$ cat src/rtl/mips_instr_encoder.sv
// MIPS instruction encoder: converts symbolic instruction requests into 32-bit
// words with sequential word addresses for filling instruction memory.
// One registered output stage with valid/ready handshakes on both sides.
module mips_instr_encoder #(
    parameter int unsigned ADDR_W = 8
) (
    input  logic              CLK,
    input  logic              Reset,
    input  logic              InValid,
    output logic              InReady,
    input  logic [3:0]        InOp,
    input  logic [5:0]        InFunc,
    input  logic [4:0]        InRs,
    input  logic [4:0]        InRt,
    input  logic [4:0]        InRd,
    input  logic [4:0]        InShamt,
    input  logic [15:0]       InImm,
    input  logic [25:0]       InTarget,
    output logic              OutValid,
    input  logic              OutReady,
    output logic [31:0]       OutInstr,
    output logic [ADDR_W-1:0] OutAddr,
    output logic [ADDR_W:0]   Count,
    output logic              Full,
    output logic              Error
);

    localparam int unsigned CNT_W   = ADDR_W + 1;
    localparam int unsigned INSTR_W = 32;

    // Request op classes
    localparam logic [3:0] OP_RTYPE = 4'd0;
    localparam logic [3:0] OP_LW    = 4'd1;
    localparam logic [3:0] OP_SW    = 4'd2;
    localparam logic [3:0] OP_BEQ   = 4'd3;
    localparam logic [3:0] OP_J     = 4'd4;
    localparam logic [3:0] OP_ORI   = 4'd5;
    localparam logic [3:0] OP_ADDI  = 4'd6;
    localparam logic [3:0] OP_ADDIU = 4'd7;
    localparam logic [3:0] OP_ANDI  = 4'd8;
    localparam logic [3:0] OP_LUI   = 4'd9;
    localparam logic [3:0] OP_SLTI  = 4'd10;
    localparam logic [3:0] OP_SLTIU = 4'd11;
    localparam logic [3:0] OP_XORI  = 4'd12;

    // MIPS primary opcodes
    localparam logic [5:0] OPC_RTYPE = 6'h00;
    localparam logic [5:0] OPC_J     = 6'h02;
    localparam logic [5:0] OPC_BEQ   = 6'h04;
    localparam logic [5:0] OPC_ADDI  = 6'h08;
    localparam logic [5:0] OPC_ADDIU = 6'h09;
    localparam logic [5:0] OPC_SLTI  = 6'h0A;
    localparam logic [5:0] OPC_SLTIU = 6'h0B;
    localparam logic [5:0] OPC_ANDI  = 6'h0C;
    localparam logic [5:0] OPC_ORI   = 6'h0D;
    localparam logic [5:0] OPC_XORI  = 6'h0E;
    localparam logic [5:0] OPC_LUI   = 6'h0F;
    localparam logic [5:0] OPC_LW    = 6'h23;
    localparam logic [5:0] OPC_SW    = 6'h2B;

    // Shift functs that use the shamt field instead of rs
    localparam logic [5:0] FN_SLL = 6'h00;
    localparam logic [5:0] FN_SRL = 6'h02;
    localparam logic [5:0] FN_SRA = 6'h03;

    typedef enum logic [1:0] {
        S_EMPTY  = 2'd0,
        S_LOADED = 2'd1,
        S_DONE   = 2'd2
    } state_t;

    state_t              state_q, state_d;
    logic [INSTR_W-1:0]  instr_q, instr_d;
    logic [ADDR_W-1:0]   addr_q, addr_d;
    logic [CNT_W-1:0]    count_q, count_d;
    logic [CNT_W-1:0]    next_addr_q, next_addr_d;
    logic                error_q, error_d;

    logic [INSTR_W-1:0]  enc_word;
    logic                enc_legal;
    logic [5:0]          i_opc;
    logic                is_shift;
    logic                accept;
    logic                load;
    logic                handoff;

    // Output ports come straight from registers; InReady is the only combinational one
    assign OutValid = (state_q == S_LOADED);
    assign OutInstr = instr_q;
    assign OutAddr  = addr_q;
    assign Count    = count_q;
    assign Full     = next_addr_q[ADDR_W];
    assign Error    = error_q;
    assign InReady  = (!OutValid || OutReady) && !Full;

    assign is_shift = (InFunc == FN_SLL) || (InFunc == FN_SRL) || (InFunc == FN_SRA);

    // Map the op class to an I-type primary opcode; illegal classes leave enc_legal low
    always_comb begin
        i_opc     = OPC_RTYPE;
        enc_legal = 1'b1;
        case (InOp)
            OP_RTYPE: i_opc = OPC_RTYPE;
            OP_J:     i_opc = OPC_J;
            OP_LW:    i_opc = OPC_LW;
            OP_SW:    i_opc = OPC_SW;
            OP_BEQ:   i_opc = OPC_BEQ;
            OP_ORI:   i_opc = OPC_ORI;
            OP_ADDI:  i_opc = OPC_ADDI;
            OP_ADDIU: i_opc = OPC_ADDIU;
            OP_ANDI:  i_opc = OPC_ANDI;
            OP_LUI:   i_opc = OPC_LUI;
            OP_SLTI:  i_opc = OPC_SLTI;
            OP_SLTIU: i_opc = OPC_SLTIU;
            OP_XORI:  i_opc = OPC_XORI;
            default:  enc_legal = 1'b0;
        endcase
    end

    // Assemble the instruction word; fields that the format does not use are forced to zero
    always_comb begin
        enc_word = '0;
        case (InOp)
            OP_RTYPE: begin
                if (is_shift) begin
                    enc_word = {OPC_RTYPE, 5'd0, InRt, InRd, InShamt, InFunc};
                end else begin
                    enc_word = {OPC_RTYPE, InRs, InRt, InRd, 5'd0, InFunc};
                end
            end
            OP_J:    enc_word = {OPC_J, InTarget};
            OP_LUI:  enc_word = {OPC_LUI, 5'd0, InRt, InImm};
            default: enc_word = {i_opc, InRs, InRt, InImm};
        endcase
    end

    // Handshake decode, next-state and next register values
    always_comb begin
        state_d     = state_q;
        instr_d     = instr_q;
        addr_d      = addr_q;
        count_d     = count_q;
        next_addr_d = next_addr_q;
        error_d     = error_q;

        handoff = (state_q == S_LOADED) && OutReady;
        accept  = InValid && InReady;
        load    = accept && enc_legal;

        if (handoff) begin
            count_d = count_q + CNT_W'(1);
        end

        // Illegal requests are consumed but only flag an error
        if (accept && !enc_legal) begin
            error_d = 1'b1;
        end

        if (load) begin
            instr_d     = enc_word;
            addr_d      = next_addr_q[ADDR_W-1:0];
            next_addr_d = next_addr_q + CNT_W'(1);
        end

        case (state_q)
            S_EMPTY: begin
                if (load) begin
                    state_d = S_LOADED;
                end
            end
            S_LOADED: begin
                if (handoff && !load) begin
                    state_d = next_addr_q[ADDR_W] ? S_DONE : S_EMPTY;
                end
            end
            S_DONE: begin
                state_d = S_DONE;
            end
            default: begin
                state_d = S_EMPTY;
            end
        endcase
    end

    // State and datapath registers with synchronous reset
    always_ff @(posedge CLK) begin
        if (Reset) begin
            state_q     <= S_EMPTY;
            instr_q     <= '0;
            addr_q      <= '0;
            count_q     <= '0;
            next_addr_q <= '0;
            error_q     <= 1'b0;
        end else begin
            state_q     <= state_d;
            instr_q     <= instr_d;
            addr_q      <= addr_d;
            count_q     <= count_d;
            next_addr_q <= next_addr_d;
            error_q     <= error_d;
        end
    end

endmodule

$ cat config.mk
export PLATFORM = sky130hd
export DESIGN_NAME = mips_instr_encoder
export DESIGN_NICKNAME = d
export VERILOG_FILES = /design/src/rtl/mips_instr_encoder.sv
export SDC_FILE = /design/constraint.sdc
export NUM_CORES = 1
export LEC_CHECK = 0
export ABC_CLOCK_PERIOD_IN_PS = 1990
export CORE_AREA = 3 3 87 89
export CTS_CLUSTER_SIZE = 40
export DETAILED_ROUTE_END_ITERATION = 7
export DIE_AREA = 0 0 90 92
export GPL_TIMING_DRIVEN = 0
export PLACE_DENSITY_LB_ADDON = 0.2
export SLEW_MARGIN = 20
export SYNTH_ARGS = -nofsm -noshare
export SYNTH_HDL_FRONTEND = slang
export SYNTH_SLANG_ARGS = --single-unit
$ cat constraint.sdc
create_clock -name CLK -period 1.99 [get_ports CLK]
set_clock_uncertainty 0.2 [all_clocks]
set_input_delay 0.199 -clock CLK [delete_from_list [all_inputs] [get_ports CLK]]
set_output_delay 0.199 -clock CLK [all_outputs]
set_load 0.02 [all_outputs]
==> summary.md <==
| Metric | Value |
|---|---|
| Area of the core | `6830 sq um` |
| Cell row count | `30` |
| Met1 WL | `about 3800 microns` |
| Least-Margin Pin Slew | `0.528 ns` |
| Ports | `about 130` |
| Final Cycle Share | `1.00` |
| Yosys cell types | `49` |
| Via density | `5.13` |
| Post-synth net total | `416` |
| Final core utilization | `0.667` |
| WL per Instance | `roughly 15 microns` |
| Asr flop ratio synth | `0` |
| Relative slew slack | `0.648` |
| Most frequent cells after synthesis | `dfxtp_1 (60), nand2_1 (46), nor2_1 (38), a21oi_1 (29), mux2i_1 (17)` |
| Clk sinks | `60` |
| CTS HTree Levels | `3` |
| Top-count cell post-synth | `dfxtp_1` |
| CTS hold repair buffers | `0` |
| Nets@finish | `553` |
| Area growth, synth to finish | `57.9%` |
| Clk pwr share | `0.367` |
| Die width | `90 microns` |
| Post-Syn Area | `2890 sq um` |
| Worst-path fanout max | `5` |
| Antenna violations before repair | `0` |
| Net Sw Power | `799 uW` |
| Clock buffer count from CTS | `9` |
| CTS tree | `built` |
| Peak supply drop | `0.405 mV` |
| Number of setup violations in the final report | `1` |
| Status | `finished, violations left` |
| Failing checks | `setup timing` |
| Power Density | `676 nW/um^2` |
| Post-Syn Area per Cell | `between 8 and 9 sq um` |
| Ys Warns | `0` |
| Max Fclk | `501 MHz` |
| Combinational share of power | `0.211` |
| Clock Tree Root | `clkbuf_8` |
| Post-DP HPWL | `6490 microns` |
| Routed wire length | `~8600 microns` |
| DRC | `0` |
| Routed vias | `just under 3000` |
| # placed instances | `559` |
| Highest Signal Layer | `met4` |
| Register area share after synthesis | `0.416` |
| GRT Util Overall | `0.212` |
| RSZ-0062 raised after global routing | `true` |
| Vias in the first global route | `2930` |
| Internal power | `approximately 2300 uW` |
| Congestion Overflow GR | `0` |
| Layout cells sized above 1 | `0.106` |
| Final total power | `3080 uW` |
| Antenna cells | `0` |
| Clock buffer depth | `2` |
| Non-filler instance count after layout | `575` |
| CP startpoint kind | `primary input` |
| Min Clock Period, post-route | `roughly 2.0 ns` |
| Most used flip-flop cell after synthesis | `dfxtp_1` |
| Switch share | `0.259` |
| CP required | `a little under 2 ns` |
| EDFF count, synth | `0` |
| First DRT Iteration DRCs | `251` |
| Setup crit end kind | `register` |
| Final estimated routing congestion in global placement | `0.840` |
| Sequential Power Share | `0.422` |
| Largest net degree at the start of global routing | `11` |
| Leak Pwr | `0.00168 uW` |
| Buffers on Ports | `125` |
| Max Cap Viol | `0` |
| Pins over their slew limit | `0` |
| Hold Crit Class | `in -> reg` |
| Worst endpoint data arrival time | `2.00 ns` |
| Gate Count Post-Synth | `338` |
| First-pass GRT wire length | `approximately 14000 microns` |
| CTS clk-pin slew, worst paths | `0.06 ns` |
| Die ar. | `8280 sq um` |
| Routed wl met3 | `582 microns` |
| Slack of the worst reg-to-reg path | `0.13 ns` |
| Area contributors post-synth | `dfxtp_1 (42%), nand2_1 (6.0%), mux2i_1 (5.9%), a21oi_1 (5.0%), nor2_1 (4.9%)` |
| Seq cells post-synth | `60` |
| Worst setup margin | `-0.00612 ns` |
| Fin. Hold Viols | `0` |
| Filler cells | `598` |
| Drt pass-1 iters | `4` |
| Met2 wire length | `between 4000 and 5000 microns` |
| Initial Util | `0.423` |
| Worst skew pair latency | `roughly 0.33 ns` |
| Crit path kind | `in -> reg` |
| Area leader, netlist | `dfxtp_1` |
| Post-route ant nets | `0` |
| Yosys top cell area share | `0.416` |
| Die height | `92 microns` |
critical path: stages:
cell and delay, ns:
clkdlybuf4s50_1 0.43, or4_4 0.58, or3_4 0.45, a32oi_1 0.24, a211oi_1 0.10
sequential cells by signal, indices dropped and copies added (netlist names):
| register | cells |
|---|---|
| Count | 9 |
| Error | 1 |
| OutAddr | 8 |
| OutInstr | 31 |
| next_addr_q | 9 |
| state_q | 2 |
repair_timing:
action | CTS | global route
gates resized for setup | 10 | 19
cloned | 0 | 0
setup endpoints to repair | 25 | 35
pin swaps | 0 | 9
setup buffers | 0 | 1
cell usage in the layout, fill, tap and decap left out, drive strengths merged, types with 4 or more instances in the layout:
master	count
nor2b	6
and3	7
nand3	8
dfxtp	60
nor3	6
nor4	4
nand4	4
nand2b	5
o211ai	12
a21oi	29
a211oi	15
xor2	5
mux2i	17
clkdlybuf4s50	121
xnor2	7
buf	19
clkbuf	23
a32oi	5
a221oi	5
nor2	38
nand2	46
stage by stage:
stage / hold slack, ns / area (sq um) / worst slack, ns / setup TNS (ns)
finish: 0.0583 / 4560 / -0.00612 / -0.00612
global route: 0.0655 / 4560 / -0.0559 / -0.299
CTS: 0.108 / 4490 / 0.0140 / 0
detailed placement: 0.247 / 4260 / -0.421 / -14.16
global placement: 0.240 / 4260 / -0.364 / -12.51
floorplan: 0.162 / 2890 / 0.157 / 0
layout make-up:
| type | count | area, sq um | share of cell area |
|---|---|---|---|
| inverters | 1 | 3.75 | 0.000823 |
| well taps | 96 | 120 | 0.0264 |
| flip-flops and latches | 60 | 1200 | 0.264 |
| plain buffers | 27 | 155 | 0.0340 |
| multi-input cells | 250 | 1610 | 0.353 |
| clock inverters | 1 | 30.0 | 0.00659 |
| clock buffers | 14 | 173 | 0.0379 |
| repair buffers | 126 | 1260 | 0.278 |
cells by family (layout without fill, tap and decap cells):
group / Yosys count / count (layout) / share of synthesized area
muxes: 20 / 20 / 0.0707
adders and majority gates: 2 / 2 / 0.00867
buffers and inverters: 28 / 169 / 0.0477
DFF: 60 / 60 / 0.416
other: 1 / 1 / 0.00130
xor gates and xnor gates: 12 / 12 / 0.0364
AOI/OAI and AO/OA: 75 / 75 / 0.175
and+or+nand+nor: 140 / 140 / 0.244
worst paths after layout:
| check | from | to | cells past startpoint |
|---|---|---|---|
| worst max-delay path | InFunc[5] | OutInstr[24] | 5 |
| worst min register to register | OutInstr[2] | OutInstr[2] | 2 |
| worst min-delay path | OutReady | state_q[1] | 3 |
| worst max register to register | state_q[0] | next_addr_q[7] | 5 |
power groups by stage:
| stage | clock, uW | sequential (uW) | combinational, uW |
|---|---|---|---|
| finish | 1130 | 1300 | 650 |
| global route | 1210 | 1310 | 701 |
| CTS | 1160 | 1300 | 640 |
| detailed placement | 0 | 1330 | 632 |
| global placement | 0 | 1320 | 623 |
| floorplan | 0 | 1390 | 235 |
metal layers:
layer	track usage	vias to the layer above
met5	0	-
met4	0.0778	0
met3	0.0623	10
met2	0.356	96
met1	0.258	1366
li1	-	1480
(Power assumes the default switching activity.)
